<file path="src/rtl/decode_stage.sv">
// Decode stage: 32x32 register file with write-through reads, immediate
// generation, control decode and load-use hazard detection.
module decode_stage (
   input  logic        clk,
   input  logic        rst,
   input  logic [31:0] inst_de,
   input  logic [31:0] muxData,
   input  logic        RuWr_wb,
   input  logic [4:0]  rd_wb,
   input  logic        DMRd_ex,
   input  logic [4:0]  rd_ex,
   output logic [31:0] ru1,
   output logic [31:0] ru2,
   output logic [31:0] ImmExt,
   output logic        AluASrc,
   output logic        AluBSrc,
   output logic        RuWr,
   output logic        DMWr,
   output logic [1:0]  RUDataWrSrc,
   output logic [3:0]  AluOp,
   output logic [4:0]  BrOp,
   output logic [2:0]  DMCtrl,
   output logic [4:0]  rs1_de,
   output logic [4:0]  rs2_de,
   output logic [4:0]  rd_de,
   output logic        clr,
   output logic        en_pc_fe,
   output logic        en_pc_inc_de
);

   localparam logic [6:0] OpR      = 7'b0110011;
   localparam logic [6:0] OpImm    = 7'b0010011;
   localparam logic [6:0] OpLoad   = 7'b0000011;
   localparam logic [6:0] OpStore  = 7'b0100011;
   localparam logic [6:0] OpBranch = 7'b1100011;
   localparam logic [6:0] OpJal    = 7'b1101111;
   localparam logic [6:0] OpJalr   = 7'b1100111;
   localparam logic [6:0] OpLui    = 7'b0110111;
   localparam logic [6:0] OpAuipc  = 7'b0010111;

   logic [31:0] regFile [32];
   logic [6:0]  opcode;
   logic [2:0]  funct3;
   logic        f7b5;
   logic        wbActive;

   assign opcode = inst_de[6:0];
   assign funct3 = inst_de[14:12];
   assign f7b5   = inst_de[30];
   assign rs1_de = inst_de[19:15];
   assign rs2_de = inst_de[24:20];
   assign rd_de  = inst_de[11:7];

   assign wbActive = RuWr_wb && (rd_wb != 5'd0);

   // x0 is never written, so its entry stays at the reset value of zero.
   always_ff @(posedge clk or posedge rst) begin
      if (rst) begin
         for (int k = 0; k < 32; k++) regFile[k] <= 32'd0;
      end else if (wbActive) begin
         regFile[rd_wb] <= muxData;
      end
   end

   assign ru1 = (wbActive && rd_wb == rs1_de) ? muxData : regFile[rs1_de];
   assign ru2 = (wbActive && rd_wb == rs2_de) ? muxData : regFile[rs2_de];

   always_comb begin
      ImmExt = 32'd0;
      unique case (opcode)
         OpImm, OpLoad, OpJalr: ImmExt = {{20{inst_de[31]}}, inst_de[31:20]};
         OpStore:  ImmExt = {{20{inst_de[31]}}, inst_de[31:25], inst_de[11:7]};
         OpBranch: ImmExt = {{19{inst_de[31]}}, inst_de[31], inst_de[7],
                             inst_de[30:25], inst_de[11:8], 1'b0};
         OpLui, OpAuipc: ImmExt = {inst_de[31:12], 12'd0};
         OpJal:    ImmExt = {{11{inst_de[31]}}, inst_de[31], inst_de[19:12],
                             inst_de[20], inst_de[30:21], 1'b0};
         default:  ImmExt = 32'd0;
      endcase
   end

   // Unknown opcodes leave every control field at zero, including DMCtrl.
   always_comb begin
      AluASrc     = 1'b0;
      AluBSrc     = 1'b0;
      RuWr        = 1'b0;
      DMWr        = 1'b0;
      RUDataWrSrc = 2'b00;
      AluOp       = 4'b0000;
      BrOp        = 5'b00000;
      DMCtrl      = 3'b000;
      unique case (opcode)
         OpR: begin
            AluOp  = {f7b5, funct3};
            RuWr   = 1'b1;
            DMCtrl = funct3;
         end
         OpImm: begin
            AluOp   = {(funct3 == 3'b101) ? f7b5 : 1'b0, funct3};
            AluBSrc = 1'b1;
            RuWr    = 1'b1;
            DMCtrl  = funct3;
         end
         OpLoad: begin
            AluBSrc     = 1'b1;
            RuWr        = 1'b1;
            RUDataWrSrc = 2'b01;
            DMCtrl      = funct3;
         end
         OpStore: begin
            AluBSrc = 1'b1;
            DMWr    = 1'b1;
            DMCtrl  = funct3;
         end
         OpBranch: begin
            AluASrc = 1'b1;
            AluBSrc = 1'b1;
            BrOp    = {2'b01, funct3};
            DMCtrl  = funct3;
         end
         OpJal: begin
            AluASrc     = 1'b1;
            AluBSrc     = 1'b1;
            BrOp        = 5'b10000;
            RuWr        = 1'b1;
            RUDataWrSrc = 2'b10;
            DMCtrl      = funct3;
         end
         OpJalr: begin
            AluBSrc     = 1'b1;
            BrOp        = 5'b10000;
            RuWr        = 1'b1;
            RUDataWrSrc = 2'b10;
            DMCtrl      = funct3;
         end
         OpLui: begin
            AluOp   = 4'b1111;
            AluBSrc = 1'b1;
            RuWr    = 1'b1;
            DMCtrl  = funct3;
         end
         OpAuipc: begin
            AluASrc = 1'b1;
            AluBSrc = 1'b1;
            RuWr    = 1'b1;
            DMCtrl  = funct3;
         end
         default: ;
      endcase
   end

   // Both rs fields are compared even for formats that do not use them.
   logic loadUse;
   assign loadUse      = DMRd_ex && (rd_ex != 5'd0) &&
                         ((rd_ex == rs1_de) || (rd_ex == rs2_de));
   assign clr          = loadUse;
   assign en_pc_fe     = !loadUse;
   assign en_pc_inc_de = !loadUse;

endmodule

</file>
<file path="config.mk">
export PLATFORM = sky130hd
export DESIGN_NAME = decode_stage
export DESIGN_NICKNAME = d
export VERILOG_FILES = /design/src/rtl/decode_stage.sv
export SDC_FILE = /design/constraint.sdc
export NUM_CORES = 2
export LEC_CHECK = 0
export BUFFER_PORTS_ARGS = -buffer_cell sky130_fd_sc_hd__clkbuf_2
export CAP_MARGIN = 20
export CORE_MARGIN = 2
export CORE_UTILIZATION = 40
export DETAILED_ROUTE_END_ITERATION = 10
export GPL_ROUTABILITY_DRIVEN = 1
export PLACE_DENSITY_LB_ADDON = 0.2
export SYNTH_ARGS = -nofsm -noshare
export SYNTH_HDL_FRONTEND = slang
export SYNTH_SLANG_ARGS = --single-unit
export TNS_END_PERCENT = 30
</file>
<file path="constraint.sdc">
create_clock -name clk -period 51.9 [get_ports clk]
set_input_delay 10.38 -clock clk [delete_from_list [all_inputs] [get_ports clk]]
set_output_delay 10.38 -clock clk [all_outputs]
set_load 0.01 [all_outputs]
</file>
==> impl_metrics.ini <==
[pwr]
p_leak_uw = 0.02947
combinationalPowerShare_pct = 19.5
swShare_pct = 29.10
p_sw_uw = 685.1
p_int_uw = 1669
p_total_uw = 2354
power_frac_seq_pct = 45.1
pwr-share-clk_pct = 35.3
ir_drop_mv = 0.02920
cellPowerDensity_nw_per_um2 = 37.64

[sta]
clock_skew_ns = 0
drv_slew = 0
slew_headroom_pct = 23.99
fmax_mhz = 39.09
period_minus_slack_ns = 25.58
period_share_pct = 49.29
rsz0062_at_grt = no
setup_viol = 0
worst_pin_slew_ns = 1.140
fin_setup_tns_ns = 0
hold_viol_final = 0

[cts]
insertion_delay_ns = 0.75
clkSinkCount = 1024
clock_path_buffers = 3
cts_tree = yes
root_buffer = clkbuf_16
cts_setup_buffers = 0
htree_levels = 3
ctsResizeCount = 0
numCtsBuffers = 116
ctsHoldBuffers = 0
clkSlewWorstSetupHoldPaths_ns = 0.06

[final_layout]
area_growth_pct = 10.32
nNetsFinal = 4558
largest_reg_flops = 1024
reg_top3 = regFile (1024)
top_register = regFile
drive_gt1_share_pct = 33.01

[drt]
drtIter0Drc = 3535
via_per_inst = 6.183
vias = 39903
ant_nets = 0
routedWlPerCell_microns = 29.64
drcViolationCount = 0
first_pass_iters = 5
drt_wl_total_microns = 191300

[critical_path]
ff2ff_setup_slack_ns = 51.09
crit_required_ns = 41.52
arrival_ns = 15.20
rr_worst_depth = 1
cp_max_fo = 64
path_class = in2out
cp-start-kind = primary input
worst_r2r_endpoint = regFile[105]
crit_path_end = ru2[5]
crit_start = inst_de[20]
cp-end-kind = output port
worstReg2RegStart = regFile[105]

[yosys]
postSynthCellCount = 4586
synth_top_cell_by_area = dfrtp_1
yosys.area.top_type_share_pct = 45.19
yosys_warnings = 0
synth_commonest_cells = dfrtp_1, mux2i_1, mux2_2
synth.net_count = 4664
ys_types = 49
async_reset_ff_share_pct = 100.0
synth_flop_cell = dfrtp_1
synth_area_leaders = dfrtp_1, mux2_2, mux2i_1
synth_seq_area_share_pct = 45.19
synth_edf_count = 0
ys_ff_latch = 1024
syn_avg_cell_area_sq_um = 12.36
synth_area_sq_um = 56700

[die]
core.rowCount = 138
coreArea_sq_um = 141100
start_util_pct = 40.19
io_pins = 210
die_x_microns = 380.5
die-height_microns = 380.5
die-area_sq_um = 144800

[global_routing]
antenna_found_initial = 1
grt_pass1_vias = 39720
grt_max_degree = 143
grt_first_pass_wirelength_microns = 280300
groute.usage.overall_pct = 25.78
overflow = 0

[place]
hpwl_microns = 99060
portBuffers = 209
gp_congestion = 0.7724

[status]
outcome = complete, no violations

[job]
drv_cap = 0

[hold_path]
hp-class = reg2reg
[cells by family after synthesis]
family / after synthesis / synth area share [%]
DFF: 1024 / 45.19
xor gates and xnor gates: 20 / 0.3090
buffers and inverters: 526 / 4.336
and+or+nand+nor: 190 / 1.655
muxes: 2016 / 37.78
AOI/OAI and AO/OA: 810 / 10.72
[power groups by stage]
| stage | Sequential (uW) | Clock, uW | Combinational, uW |
|---|---|---|---|
| 4_1_cts | 1060 | 847 | 460 |
| 6_report | 1060 | 831 | 460 |
| 2_1_floorplan | 1040 | 0 | 361 |
| 3_3_place_gp | 1070 | 0 | 449 |
| 3_5_place_dp | 1070 | 0 | 459 |
| 5_1_grt | 1080 | 880 | 501 |
[stage by stage]
step	setup WS (ns)	instance area, sq um	instances	utilization (%)	hold WS [ns]
6_report	26.32	62550	6454	44.34	0.3996
5_1_grt	26.08	62550	6453	44.34	0.4128
4_1_cts	26.34	62470	6447	44.29	0.4006
3_5_place_dp	26.37	58690	6247	41.60	0.3876
3_3_place_gp	26.40	58680	6245	41.59	0.3840
2_1_floorplan	12.70	56700	4586	-	0.4488
[worst min path at each step]
stage,from,end,slack (ns),cells after the start
after floorplan,regFile[1000],regFile[1000],0.45,1
after global placement,regFile[1005],regFile[1005],0.38,0
after detailed placement,regFile[1005],regFile[1005],0.39,0
after CTS,regFile[1005],regFile[1005],0.40,0
after global routing,regFile[1022],regFile[1022],0.41,0
final,regFile[1015],regFile[1015],0.40,0
[routing by layer]
| metal | part of all wire, % | global-route usage (%) |
|---|---|---|
| met1 | 46 | 36.82 |
| met2 | 45 | 39.86 |
| met3 | 5.7 | 3.735 |
| met4 | 3.5 | 8.958 |
| met5 | 0 | 0 |
[area by class of cell]
| cell class | instances | area, sq um |
|---|---|---|
| multi-input combinational | 3036 | 28910 |
| clock inverter | 37 | 446.7 |
| fill | 13044 | 78520 |
| inverter | 5 | 26.28 |
| timing repair buffer | 297 | 1829 |
| clock buffer | 163 | 3342 |
| tap | 1890 | 2365 |
| sequential | 1024 | 25620 |
| antenna | 2 | 5.005 |
[critical path, cell delays in order]
cell	delay, ns
buf_8	0.42
buf_4	0.86
buf_4	0.84
buf_4	0.84
mux2i_1	0.16
a22o_1	0.26
a221oi_1	0.24
o22ai_1	0.16
o41ai_1	0.54
clkbuf_2	0.22
[placed cells by master, fill, tap and decap left out, types with 14 or more instances in the layout]
cell,count
clkbuf_1,23
a21o_1,21
o41ai_1,65
nor2_4,14
nand2_1,81
mux2_2,981
clkbuf_16,118
a21oi_1,133
a221oi_1,128
clkinv_2,24
clkbuf_8,22
nand2_4,15
a22o_1,132
clkbuf_2,209
a22oi_1,257
mux2i_1,1024
o22ai_1,65
buf_4,75
dfrtp_1,1024
(Power assumes the default switching activity.)
